`src/rtl/display_scheduler.sv`:
```
// Time-shares a 4-digit seven-segment display between two 16-bit sources with
// frame-aligned round-robin arbitration. Optional: DISPLAY_LEADING_ZERO_BLANK_EN.
module display_scheduler #(
    parameter int SCAN_DIV    = 1024,
    parameter int HOLD_FRAMES = 16
) (
    input  logic        MHzclk,
    input  logic        reset,
    input  logic        req0,
    input  logic        req1,
    input  logic [15:0] data0,
    input  logic [15:0] data1,
    output logic [1:0]  grant,
    output logic [3:0]  AN,
    output logic [3:0]  digit,
    output logic        frame_done
);

    localparam int CW = (SCAN_DIV > 1) ? $clog2(SCAN_DIV) : 1;
    localparam int HW = $clog2(HOLD_FRAMES + 1);
    localparam logic [CW-1:0] CNT_LAST = CW'(SCAN_DIV - 1);
    localparam logic [HW-1:0] HOLD_MAX = HW'(HOLD_FRAMES);

    typedef enum logic [1:0] {IDLE, OWN0, OWN1, SWITCH} state_t;

    state_t        state, state_nx;
    logic [CW-1:0] cnt;
    logic [1:0]    idx, idx_nx;
    logic [15:0]   shadow, shadow_nx;
    logic [3:0]    show, show_nx;
    logic [HW-1:0] hold, hold_nx, hold_inc;
    logic          last, last_nx;
    logic          take, pick;
    logic          wrap, boundary, owning_nx;

`ifdef DISPLAY_LEADING_ZERO_BLANK_EN
    // Slot i is lit only if some nibble at or above i is nonzero; slot 0 always lit.
    function automatic logic [3:0] lz_mask(input logic [15:0] d);
        lz_mask = {|d[15:12], |d[15:8], |d[15:4], 1'b1};
    endfunction
`endif

    assign wrap      = (cnt == CNT_LAST);
    assign boundary  = wrap && (idx == 2'd3);
    assign idx_nx    = idx + 2'd1;
    assign owning_nx = (state_nx == OWN0) || (state_nx == OWN1);

    always_comb begin
        state_nx  = state;
        hold_nx   = hold;
        last_nx   = last;
        shadow_nx = shadow;
        take      = 1'b0;
        pick      = 1'b0;
        hold_inc  = (hold == HOLD_MAX) ? hold : hold + 1'b1;
        if (boundary) begin
            case (state)
                IDLE, SWITCH: begin
                    if (req0 && req1) begin
                        take = 1'b1;
                        pick = ~last;
                    end else if (req0 || req1) begin
                        take = 1'b1;
                        pick = req1;
                    end else begin
                        state_nx = IDLE;
                    end
                end
                OWN0: begin
                    if (!req0)                              state_nx = req1 ? SWITCH : IDLE;
                    else if (req1 && hold_inc == HOLD_MAX)  state_nx = SWITCH;
                    else begin
                        hold_nx   = hold_inc;
                        shadow_nx = data0;
                    end
                end
                OWN1: begin
                    if (!req1)                              state_nx = req0 ? SWITCH : IDLE;
                    else if (req0 && hold_inc == HOLD_MAX)  state_nx = SWITCH;
                    else begin
                        hold_nx   = hold_inc;
                        shadow_nx = data1;
                    end
                end
                default: state_nx = IDLE;
            endcase
            if (take) begin
                state_nx  = pick ? OWN1 : OWN0;
                hold_nx   = '0;
                last_nx   = pick;
                shadow_nx = pick ? data1 : data0;
            end
        end
`ifdef DISPLAY_LEADING_ZERO_BLANK_EN
        show_nx = lz_mask(shadow_nx);
`else
        show_nx = 4'b1111;
`endif
    end

    always_ff @(posedge MHzclk or negedge reset) begin
        if (!reset) begin
            state      <= IDLE;
            cnt        <= '0;
            idx        <= 2'd0;
            hold       <= '0;
            last       <= 1'b1;
            shadow     <= 16'h0000;
            show       <= 4'b1111;
            grant      <= 2'b00;
            AN         <= 4'b1111;
            digit      <= 4'h0;
            frame_done <= 1'b0;
        end else begin
            state      <= state_nx;
            hold       <= hold_nx;
            last       <= last_nx;
            shadow     <= shadow_nx;
            show       <= show_nx;
            frame_done <= boundary;
            if (boundary) grant <= {state_nx == OWN1, state_nx == OWN0};
            // Slot change: AN and digit always move together, one cycle after the wrap.
            if (wrap) begin
                cnt <= '0;
                idx <= idx_nx;
                if (owning_nx && show_nx[idx_nx]) begin
                    AN    <= ~(4'b0001 << idx_nx);
                    digit <= shadow_nx[{idx_nx, 2'b00} +: 4];
                end else begin
                    AN    <= 4'b1111;
                    digit <= 4'h0;
                end
            end else begin
                cnt <= cnt + 1'b1;
            end
        end
    end

endmodule

```
`config.mk`:
```
export PLATFORM = sky130hd
export DESIGN_NAME = display_scheduler
export DESIGN_NICKNAME = d
export VERILOG_FILES = /design/src/rtl/display_scheduler.sv
export SDC_FILE = /design/constraint.sdc
export NUM_CORES = 1
export LEC_CHECK = 0
export CAP_MARGIN = 20
export CORE_MARGIN = 2
export CORE_UTILIZATION = 48
export DETAILED_ROUTE_END_ITERATION = 7
export PLACE_DENSITY_LB_ADDON = 0.15
export REMOVE_ABC_BUFFERS = 1
export SLEW_MARGIN = 40
export SYNTH_ARGS = -nofsm -noshare
export SYNTH_HDL_FRONTEND = slang
export SYNTH_SLANG_ARGS = --single-unit
```
`constraint.sdc`:
```
create_clock -name MHzclk -period 3.28 [get_ports MHzclk]
set_input_delay 0.656 -clock MHzclk [delete_from_list [all_inputs] [get_ports MHzclk]]
set_output_delay 0.656 -clock MHzclk [all_outputs]
set_load 0.01 [all_outputs]
```
## Word-level counts from Yosys, hierarchy flattened

Index checks and enable logic that the tools add are counted.

| word-level totals | value |
|---|---|
| flip-flop bits (word level) | 47 |
| output and inout bits | 11 |
| word-level logic and storage cells | 83 |

| operators by class | value |
|---|---|
| add/sub/neg operators | 3 |
| multiplexer cells | 40 |
| order comparisons | 1 |
| bitwise logic cells | 2 |
| reduce and logical (&&, ||, !) cells | 12 |
| shift-type cells | 2 |
| equal/unequal tests | 13 |

Operator list:

| operator | count |
|---|---|
| $mux W16 | 7 |
| $pmux W16 S2 | 1 |
| $mux W5 | 6 |
| $mux W2 | 11 |
| $shiftx A16 B5 Y4 | 1 |
| $ne A3 B3 Y1 const B | 4 |
| $add A10 B1 Y10 const B | 1 |
| $eq A10 B10 Y1 const B | 1 |
| $eq A5 B5 Y1 const B | 2 |
| $mux W10 | 1 |
| $pmux W5 S2 | 1 |
| $mux W1 | 9 |
| $eq A2 B2 Y1 const B | 4 |
| $mux W4 | 2 |
| $pmux W2 S3 | 1 |
| $reduce_and A6 Y1 | 1 |
| $add A5 B1 Y5 const B | 1 |
| $logic_and A1 B1 Y1 | 5 |
| $eq A2 B1 Y1 const B | 2 |
| $not A4 Y4 | 1 |
| $shl A1 B2 Y4 const A | 1 |
| $lt A2 B3 Y1 const B | 1 |
| $reduce_bool A3 Y1 | 1 |
| $add A2 B1 Y2 const B | 1 |
| other kinds (6) | 7 |

## Depth between registers and ports, before layout

Gate-level depths: netlist (run 1).

| depth | value |
|---|---|
| word-level depth | 13 |
| depth in mapped cells | 16 |
| gate-level depth less buffers | 16 |

## Worst setup path after synthesis (run 1)

No wires, ideal clock.

| timing path | value |
|---|---|
| path kind | reg-to-reg |
| start point | register hold[0] |
| end point | register digit[0] |
| slack | -0.227 ns |
| cell stages (with the launch flop) | 17 |
| clock period less this slack | 3.507 ns |
| arrival | 3.416 ns |
| path through | dfrtp_1 -> inv_1 -> ha_1 -> or3b_1 -> and4_4 -> o2111ai_2 -> o21ai_1 -> a22oi_2 -> or3_1 -> nand2_1 -> a22o_1 -> ha_1 -> nor3_1 -> nand2_1 -> nor4b_1 -> a221oi_1 -> o221ai_1 |

| on the way | value |
|---|---|
| word-level cells in the longest chain between the ends | 13 |

Ends and longest elaborated chain:

| element | RTL line | source |
|---|---|---|
| start: declaration | 31 | `logic [HW-1:0] hold, hold_nx, hold_inc;` |
| start signal: assignment | 116 | `hold <= hold_nx;` |
| $add A5 B1 Y5 or $eq A5 B5 Y1 (tied branches) | 55 | `hold_inc = (hold == HOLD_MAX) ? hold : hold + 1'b1;` |
| $mux W5 (*) | 55 |  |
| $eq A5 B5 Y1 (*) | 71, 79 |  |
| $logic_and A1 B1 Y1 (on tied branches) | 79, 71 |  |
| $mux W2 (on tied branches) | 79, 71 |  |
| $mux W2 (on tied branches) | 78, 70 |  |
| $pmux W2 S3 (*) | 57 | `case (state)` |
| $mux W2 (*) | 87 | `if (take) begin` |
| $mux W2 (*) | 56 | `if (boundary) begin` |
| via state_nx[1] | 26 | `state_t state, state_nx;` |
| $eq A2 B1 Y1 or $eq A2 B2 Y1 (tied branches) | 46 | `assign owning_nx = (state_nx == OWN0) \|\| (state_nx == OWN1);` |
| $logic_or A1 B1 Y1 (*) | 46 |  |
| $logic_and A1 B1 Y1 (*) | 126 | `if (owning_nx && show_nx[idx_nx]) begin` |
| $mux W4 (*) | 126 |  |
| end signal: assignment | 128 | `digit <= shadow_nx[{idx_nx, 2'b00} +: 4];` |
| end: declaration | 15 | `output logic [3:0] digit,` |

Mark *: on every way through the listed nets, which the timed path passes. The rest lies on a longest branch.
A chain may end at the register's enable or synchronous reset.

## Worst setup path in the final report (run 1)

| timing path | value |
|---|---|
| start point | register hold[0] |
| end point | register digit[1] |

Same word-level chain as after synthesis.

==> key figures, run 1 <==
Status
  • Status: complete, but fails checks
  • Failing checks: setup timing

Placed design
  • Post-Place Cell Area: 0.003611 mm^2
  • Input/output buffers: 46
  • Final Wtd Congestion: 0.8697
  • Estimated wirelength of the detail-placed design: 5.396 mm

Logic synthesis
  • EDFF count, synth: 0
  • Top post-synthesis cells by count: dfrtp_1, nand2_1, inv_1, o21ai_0, nand3_1
  • Syn avg cell area: 9.460 um^2
  • Cell with the most instances after synthesis: dfrtp_1
  • Post-synth top area cell: dfrtp_1
  • Sequential share of the synthesized area: 0.4125
  • Mapped cell area: 0.002866 mm^2
  • Synth Flop Type: dfrtp_1
  • Yosys warnings: 0
  • Post-synthesis register bit count: 47
  • Synth top area share: 0.3667
  • Post-synthesis instance total: 303
  • Share of flip-flops with an asynchronous set or reset: 1.000
  • Area contributors post-synth: dfrtp_1, ha_1, dfstp_2
  • Netlist cell types: 60

Worst setup path
  • Crit-path slowest cell: dfrtp_1
  • Required @ worst endpoint: 3.51 ns
  • Crit end category: flip-flop
  • Worst-path cell chain: inv_2 -> ha_4 -> or3b_1 -> and4_4 -> o2111ai_4 -> o21ai_2 -> a22oi_2 -> or3_4 -> nand2_4 -> a22o_4 -> ha_4 -> nor3_4 -> nand2_4 -> nor4b_4 -> a221oi_2 -> o221ai_1
  • Crit-path leading delay family: simple AND/OR/NAND/NOR gates
  • Crit path kind: reg2reg
  • Worst Path Buf+Inv: 1
  • Max incr delay on CP: 0.43 ns
  • CP Launch Type: flip-flop
  • Arr. time, crit path: 3.51 ns
  • Crit-path max FO: 7

CTS
  • Maximum root-to-sink buffer count: 2
  • CTS tree: done
  • CTS root buf: clkbuf_8
  • Reg clk slew, reported paths: 0.10 ns
  • Clock Latency Late Sink: 0.31 ns
  • CTS buffer count: 5
  • CTS Hold Bufs: 0
  • Htree depth: 2
  • CTS Sinks: 47

Final layout
  • Area Growth Syn to Fin: 38.80%
  • # diodes: 0
  • Final non-filler cell area: 0.003979 mm^2
  • Layout cells sized above 1: 0.2368
  • Final net count: 426

STA
  • Final setup vio count: 1
  • PnR worst setup slack: -0.001369 ns
  • Max Clk Rate: 304.8 MHz
  • Min Clock Period, post-route: 3.281 ns
  • Clock skew: 0.01183 ns
  • Final Hold Fails: 0
  • Max-slew violation count: 0
  • Worst-margin pin slew: 0.6641 ns
  • Rel. slew slack: 0.5564
  • RSZ-0062 raised after global routing: yes
  • Final cycle utilization of the critical path: 1.000

Floorplan
  • Ports: 47
  • Initial Utilization: 0.4899
  • Die area: 0.006606 mm^2
  • Core footprint: 0.005851 mm^2
  • Number of core rows: 28
  • Die X: 81.28 um
  • Vert. Die Dim: 81.28 um

Power
  • Worst VDD drop: 0.2359 mV
  • Leak: 1.652 nW
  • Tot Pwr: 1.115 mW
  • PwrDens: 280.2 mW/mm^2

Detailed routing
  • Vias: 2707
  • Final WL: 7.773 mm
  • DRT Pass-1 Iters: 4
  • Vias per cell: 5.949
  • Final ANT Viol Nets: 0
  • Residual DRC: 0
  • Initial drt markers: 129
  • Routed length per placed instance: 17.08 um

GRT
  • Vias in the first global route: 2526
  • Total gr overflow: 0
  • First-pass GRT wire length: 12.05 mm
  • Initial antenna violation count: 0
  • GR Util All Layers: 0.2374
  • Largest net degree at the start of global routing: 48

Worst hold path
  • Hold crit path type: in2async

Run
  • Max-cap check violation count: 0
## metal layers
layer  global-route usage  routed length, um  vias up
li1                     -                  -     1299
met5                    0                  0        -
met4              0.07966                102        0
met2               0.3779               3733       75
met1               0.3305               3614     1324
met3              0.03667                323        9
## final cells by class
class,count,area [um^2]
clock inverter,3,47.55
tap,75,93.84
clock buffer,5,68.82
sequential,47,1182
fill,452,1872
multi-input combinational,228,1798
timing repair buffer,81,728.2
inverter,16,60.06
## kinds of logic (layout without fill, tap and decap cells)
logic type,count (synthesis),in the layout,share of synthesized area
buffers and inverters,28,105,0.03754
adders and majority gates,11,11,0.04801
AOI/OAI and AO/OA,98,98,0.2654
xor gates and xnor gates,8,8,0.02706
DFF,47,47,0.4125
and+or+nand+nor,111,111,0.2095
## power by group
group,switching (mW),leakage (nW),internal [mW]
Combinational,0.0412,0.978,0.0519
Sequential,0,0.615,0.579
Clock,0.211,0.0587,0.231
## layout by cell type, fill, tap and decap left out, drive strengths merged, types with 4 or more instances in the layout
cell / synthesis / routed
nor3: 6 / 6
nor2b: 6 / 6
a221o: 4 / 4
a2111oi: 6 / 6
nand2: 31 / 31
o211ai: 5 / 5
nor3b: 7 / 7
and4: 5 / 5
a22o: 4 / 4
nand4: 5 / 5
o22ai: 4 / 4
xnor2: 6 / 6
clkbuf: 9 / 5
nor2: 13 / 13
a22oi: 13 / 13
nand2b: 4 / 4
and2: 7 / 7
dfrtp: 42 / 42
a21oi: 10 / 10
nand3: 15 / 15
dfstp: 5 / 5
inv: 16 / 17
clkdlybuf4s50: 0 / 45
o21ai: 17 / 17
ha: 11 / 11
buf: 3 / 36
## path summary, 6_finish.rpt
| check | slack (ns) | from | end | cells past startpoint |
|---|---|---|---|---|
| setup / recovery | -0.001 | hold[0] | digit[1] | 16 |
| hold / removal | 0.36 | reset | cnt[4] | 1 |
| setup reg to reg | -0.001 | hold[0] | digit[1] | 16 |
| hold reg to reg | 0.49 | AN[0] | AN[0] | 2 |
| max in group asynchronous | 2.51 | reset | shadow[4] | 1 |
| min in group MHzclk | 0.49 | AN[0] | AN[0] | 2 |
## repair_timing
| item | in CTS | in global routing |
|---|---|---|
| gates resized for setup | 13 | 27 |
| endpoints found under the setup margin | 4 | 4 |
| setup buffers | 1 | 4 |
| pin swaps | 5 | 19 |
## registers in the layout (all words and copies together), names as in the netlist
register / cells
state: 2
cnt: 10
frame_done: 1
idx: 2
digit: 4
AN: 4
grant: 2
hold: 5
last: 1
shadow: 16
## metrics by stage
stage	hold slack, ns	setup TNS [ns]	util	setup slack, ns	cells
2_1_floorplan	0.3604	-0.8781	-	-0.2433	291
3_3_place_gp	0.4643	-0.1427	0.6168	-0.04379	444
3_5_place_dp	0.4664	-0.5567	0.6172	-0.2009	444
4_1_cts	0.3794	0	0.6510	0.009750	453
5_1_grt	0.3990	-0.4885	0.6801	-0.1375	455
6_report	0.3555	-0.001369	0.6801	-0.001369	455
Power figures use the tool's default switching activity.
==> run 2, diff against run 1 <==
Settings changed: MAX_ROUTING_LAYER set to met4.
==> key figures, run 2 (same netlist as run 1, synthesis figures left out) <==
Status
  • Status: completed

Detailed routing
  • Final ANT Viol Nets: 0 (unchanged)
  • Final WL: 7.623 mm (-1.9%)
  • Residual DRC: 0 (unchanged)
  • Routed length per placed instance: 16.61 um (-2.8%)
  • Vias per cell: 5.843 (-1.8%)
  • Initial drt markers: 168 (+30%)
  • DRT Pass-1 Iters: 4 (unchanged)
  • Vias: 2682 (-0.92%)

CTS
  • Maximum root-to-sink buffer count: 2 (unchanged)
  • CTS tree: done
  • Clock Latency Late Sink: 0.30 ns (about the same)
  • Htree depth: 2 (unchanged)
  • Reg clk slew, reported paths: 0.09 ns (about the same)
  • CTS buffer count: 5 (unchanged)
  • CTS root buf: clkbuf_8
  • CTS Sinks: 47 (unchanged)

Power
  • Tot Pwr: 1.005 mW (-9.9%)
  • Worst VDD drop: 0.1971 mV (-16%)
  • Leak: 1.630 nW (-1.3%)
  • PwrDens: 255.9 mW/mm^2 (-8.6%)

Final layout
  • Most flops, register: shadow
  • Layout cells sized above 1: 0.2344 (-0.002467)
  • # diodes: 0 (unchanged)
  • Commonest non-fill, non-tap cell in the layout: clkdlybuf4s50_1
  • Largest register FFs: 16 (unchanged)
  • Final net count: 431 (+1.2%)
  • Largest regs: shadow: 16 flops, cnt: 10 flops, hold: 5 flops
  • Final non-filler cell area: 0.003926 mm^2 (-1.3%)
  • Area Growth Syn to Fin: 36.97%
  • Commonest non-fill, non-tap cells in the layout: clkdlybuf4s50_1, dfrtp_1, buf_4
  • Final non-filler cell total: 459 (+0.88%)

Worst setup path
  • Critical path's most frequent cell: ha_4
  • Max incr delay on CP: 0.44 ns (about the same)
  • Crit-path leading delay family: compound AO/OA/AOI/OAI gates
  • Crit-path max FO: 7 (unchanged)
  • Required @ worst endpoint: 3.44 ns (-0.07 ns)
  • CP Launch Type: flip-flop
  • Worst-path cell chain: inv_2 -> ha_4 -> or3b_1 -> and4_4 -> o2111ai_4 -> o21ai_2 -> a22oi_2 -> or3_4 -> nand2_2 -> a22o_4 -> ha_4 -> nor3_4 -> nand2_4 -> nor3b_2 -> a221oi_2 -> o221ai_1
  • Arr. time, crit path: 3.38 ns (-0.13 ns)
  • Crit end category: flip-flop
  • Crit path kind: reg2reg
  • Crit-path slowest cell: dfrtp_2
  • Worst Path Buf+Inv: 1 (unchanged)

GRT
  • First-pass GRT wire length: 12.23 mm (+1.5%)
  • Met2 usage: 0.3697 (-0.008197)
  • Vias in the first global route: 2603 (+3.0%)
  • GRT Max-Usage Layer: met2
  • Total gr overflow: 0 (unchanged)
  • Largest net degree at the start of global routing: 28 (-42%)
  • Met1 usage: 0.3483 (+0.01777)
  • GR Util All Layers: 0.2458 (+0.008446)
  • Met3 Use GR: 0.03000 (-0.006667)
  • Initial antenna violation count: 0 (unchanged)

STA
  • Worst-margin pin slew: 0.6291 ns (-0.03498 ns)
  • Clock skew: 0.01589 ns (+0.004056 ns)
  • RSZ-0062 raised after global routing: yes
  • Max-slew violation count: 0 (unchanged)
  • Final cycle utilization of the critical path: 0.9840 (-0.01646)
  • Min Clock Period, post-route: 3.227 ns (-0.05400 ns)
  • Sum Neg Setup Slack: 0 ns (+0.001369 ns)
  • Final Hold Fails: 0 (unchanged)
  • Rel. slew slack: 0.5797 (+0.02337)
  • Final hold slack: 0.3626 ns (+0.007086 ns)
  • Max Clk Rate: 309.9 MHz (+1.7%)
  • Final setup vio count: 0 (-1)

Worst hold path
  • Hold crit path type: in2async

Floorplan
  • Die X: 81.28 um (unchanged)
  • Number of core rows: 28 (unchanged)
  • Core footprint: 0.005851 mm^2 (unchanged)
  • Die area: 0.006606 mm^2 (unchanged)
  • Initial Utilization: 0.4899 (unchanged)
  • Vert. Die Dim: 81.28 um (unchanged)
  • Ports: 47 (unchanged)

Placed design
  • Final Wtd Congestion: 0.8802 (+1.2%)
  • Input/output buffers: 46 (unchanged)
  • Placed Cells: 446 (+0.45%)
  • Estimated wirelength of the detail-placed design: 5.514 mm (+2.2%)
  • Post-Place Cell Area: 0.003623 mm^2 (+0.35%)

Run
  • Max-cap check violation count: 0 (unchanged)
## run 2: worst paths after layout
kind	from	to	slack, ns	cells past startpoint
max	hold[0]	digit[0]	0.05	16
min	reset	cnt[7]	0.36	1
max reg2reg	hold[0]	digit[0]	0.05	16
min reg2reg	shadow[6]	shadow[6]	0.48	2
max in group asynchronous	reset	last	2.14	2
min in group MHzclk	shadow[6]	shadow[6]	0.48	2
## run 2: through the flow
step | utilization | setup WS [ns]
4_1_cts | 0.6448 | -0.01829
5_1_grt | 0.6711 | -0.07145
3_5_place_dp | 0.6193 | -0.2116
3_3_place_gp | 0.6193 | -0.04815
6_report | 0.6711 | 0.05263
2_1_floorplan | - | -0.2433
## run 2: cell type report
| cell class | instances | area, um^2 |
|---|---|---|
| Fill cell | 443 | 1924 |
| Multi-Input combinational cell | 228 | 1757 |
| Sequential cell | 47 | 1184 |
| Timing Repair Buffer | 86 | 755.7 |
| Tap cell | 75 | 93.84 |
| Clock buffer | 7 | 76.32 |
| Inverter | 16 | 60.06 |
## run 2: worst reg2reg max path, cell delays in order, from the launching register on
cell       delay [ns]
dfrtp_2          0.44
inv_2            0.07
ha_4             0.13
or3b_1           0.34
and4_4           0.17
o2111ai_4        0.23
o21ai_2          0.08
a22oi_2          0.21
or3_4            0.17
nand2_2          0.06
a22o_4           0.23
ha_4             0.29
nor3_4           0.05
nand2_4          0.13
nor3b_2          0.07
a221oi_2         0.25
o221ai_1         0.16
## run 2: what timing repair did
item                       in CTS  in global routing
setup endpoints to repair       4                  4
pin swaps                       9                 14
buffers inserted                1                  5
hold buffers                    0                  0
resized for setup              12                 21
## run 2: routing by layer
layer  wire [um]  part of all wire
met1        3712              0.49
met2        3596              0.47
met3         187             0.025
met4         127             0.017
met5           0                 0
## run 2: power breakdown
group	switching, mW	internal (mW)	leakage, nW	total [mW]
logic	0.0417	0.0522	0.979	0.0939
registers	0	0.579	0.613	0.579
clock network	0.185	0.147	0.0383	0.332
total	0.226	0.779	1.63	1.00
==> run 3, diff against run 2 <==
Settings changed: PLACE_DENSITY set to 0.74, PLACE_DENSITY_LB_ADDON 0.15 to not set.
==> key figures, run 3 (same netlist as run 1, synthesis figures left out) <==
Status
  • Status: completed

Worst hold path
  • Hold crit path type: in2async

Worst setup path
  • Reg-to-Reg Start: hold[1]
  • Crit path kind: reg2reg
  • Max incr delay on CP: 0.41 ns (-0.03 ns)
  • R2R Path End: digit[3]
  • Crit-path slowest cell: dfrtp_1
  • Crit-path max FO: 7 (unchanged)
  • CP Launch Type: flip-flop
  • Crit end category: flip-flop
  • Required @ worst endpoint: 3.50 ns (+0.06 ns)
  • Arr. time, crit path: 3.48 ns (+0.10 ns)
  • Critical path depth in cells: 16 (unchanged)
  • R2R depth: 16 (unchanged)
  • Crit-path leading delay family: simple AND/OR/NAND/NOR gates
  • Worst Path Buf+Inv: 1 (unchanged)
  • R2R setup slack: 0.02 ns (-0.03 ns)
  • Worst-path cell chain: inv_2 -> ha_4 -> or3b_1 -> and4_4 -> o2111ai_4 -> o21ai_2 -> a22oi_2 -> or3_4 -> nand2_4 -> a22o_4 -> ha_4 -> nor3_4 -> nand2_4 -> nor4b_2 -> a221oi_1 -> o221ai_1

STA
  • Final Hold Fails: 0 (unchanged)
  • Clock skew: 0.005949 ns (-0.009938 ns)
  • Sum Neg Setup Slack: 0 ns (unchanged)
  • Worst-margin pin slew: 0.6032 ns (-0.02588 ns)
  • Rel. slew slack: 0.5979 (+0.01812)
  • RSZ-0062 raised after global routing: yes
  • Min Clock Period, post-route: 3.261 ns (+0.03347 ns)
  • Final cycle utilization of the critical path: 0.9942 (+0.01020)
  • Max Clk Rate: 306.7 MHz (-1.0%)
  • Max-slew violation count: 0 (unchanged)
  • PnR worst setup slack: 0.01916 ns (-0.03347 ns)
  • Final hold slack: 0.3490 ns (-0.01362 ns)
  • Final setup vio count: 0 (unchanged)

CTS
  • CTS tree: done
  • Maximum root-to-sink buffer count: 2 (unchanged)
  • CTS Hold Bufs: 0 (unchanged)
  • CTS Sinks: 47 (unchanged)
  • CTS buffer count: 5 (unchanged)
  • Htree depth: 2 (unchanged)
  • Clock Latency Late Sink: 0.30 ns (about the same)
  • Reg clk slew, reported paths: 0.09 ns (about the same)
  • CTS root buf: clkbuf_8

Floorplan
  • Vert. Die Dim: 81.28 um (unchanged)
  • Number of core rows: 28 (unchanged)
  • Die X: 81.28 um (unchanged)
  • Die area: 0.006606 mm^2 (unchanged)
  • Core footprint: 0.005851 mm^2 (unchanged)
  • Ports: 47 (unchanged)
  • Initial Utilization: 0.4899 (unchanged)

Placed design
  • Final Wtd Congestion: 0.8799 (about the same)
  • Worst Setup Slack post-DPL: -0.1834 ns (+0.02815 ns)
  • Estimated wirelength of the detail-placed design: 5.545 mm (+0.57%)
  • Input/output buffers: 46 (unchanged)

Detailed routing
  • Vias: 2754 (+2.7%)
  • Final ANT Viol Nets: 0 (unchanged)
  • Routed length per placed instance: 16.70 um (+0.55%)
  • Residual DRC: 0 (unchanged)
  • Initial drt markers: 216 (+29%)
  • Vias per cell: 5.974 (+2.2%)
  • Final WL: 7.698 mm (+0.98%)
  • DRT Pass-1 Iters: 4 (unchanged)

Power
  • Tot Pwr: 1.132 mW (+13%)
  • Worst VDD drop: 0.1855 mV (-5.9%)
  • Leak: 1.666 nW (+2.2%)
  • PwrDens: 284.2 mW/mm^2 (+11%)

Final layout
  • Commonest non-fill, non-tap cell in the layout: clkdlybuf4s50_1
  • Area Growth Syn to Fin: 38.98%
  • Commonest non-fill, non-tap cells in the layout: clkdlybuf4s50_1, dfrtp_1, buf_4
  • Largest regs: shadow: 16 flops, cnt: 10 flops, hold: 5 flops
  • Layout cells sized above 1: 0.2409 (+0.006558)
  • Largest register FFs: 16 (unchanged)
  • # diodes: 0 (unchanged)
  • Final net count: 432 (+0.23%)
  • Most flops, register: shadow

GRT
  • Vias in the first global route: 2621 (+0.69%)
  • Initial antenna violation count: 0 (unchanged)
  • Total gr overflow: 0 (unchanged)
  • GR Util All Layers: 0.2541 (+0.008254)
  • First-pass GRT wire length: 12.63 mm (+3.3%)
  • Largest net degree at the start of global routing: 48 (+71%)

Run
  • Max-cap check violation count: 0 (unchanged)
[run 3: power breakdown]
| group | internal (mW) | leakage (nW) | switching, mW |
|---|---|---|---|
| combinational | 0.0531 | 0.990 | 0.0421 |
| clock | 0.251 | 0.0618 | 0.207 |
| sequential | 0.579 | 0.615 | 0 |
[run 3: routing by layer]
layer	GRT usage	vias to the layer above	wire, um
met4	0.07288	0	106
met3	0.03667	11	410
li1	-	1305	-
met5	-	-	0
met1	0.3536	1339	3559
met2	0.3869	99	3620
[run 3: worst max path at each step]
| stage | start | to | slack, ns |
|---|---|---|---|
| 6_report | hold[1] | digit[3] | 0.02 |
| 3_3_place_gp | hold[0] | digit[0] | -0.05 |
| 3_5_place_dp | hold[0] | digit[0] | -0.18 |
| 4_1_cts | hold[1] | digit[2] | 0.005 |
| 5_1_grt | hold[1] | digit[3] | -0.12 |
| 2_1_floorplan | hold[0] | digit[0] | -0.24 |
[run 3: layout make-up]
cell class | count | area [um^2]
well taps | 75 | 93.84
clock buffers | 6 | 82.58
multi-input cells | 228 | 1757
clock inverters | 2 | 38.79
flip-flops and latches | 47 | 1182
fillers | 455 | 1867
repair buffers | 87 | 769.5
inverters | 16 | 60.06
[run 3: metrics by stage]
step	instances	instance area, um^2	utilization
after floorplan	291	2819	-
after global placement	446	3623	0.6193
after detailed placement	446	3626	0.6198
after CTS	456	3829	0.6544
after global routing	461	3984	0.6809
final	461	3984	0.6809
[run 3: worst reg2reg max path, delay by kind of cell (launching register included)]
family | cells | cell delay (ns)
adder cells (fa/ha/maj) | 2 | 0.39
flip-flops | 1 | 0.41
AND/OR/NAND/NOR | 7 | 1.37
buffers and inverters | 1 | 0.08
AO/OA/AOI/OAI | 6 | 0.93
[run 3: what timing repair did]
action	CTS	global route
resized for setup	12	22
hold endpoints to repair	0	0
pin swaps	6	15
setup endpoints to repair	4	4
setup buffers	2	6
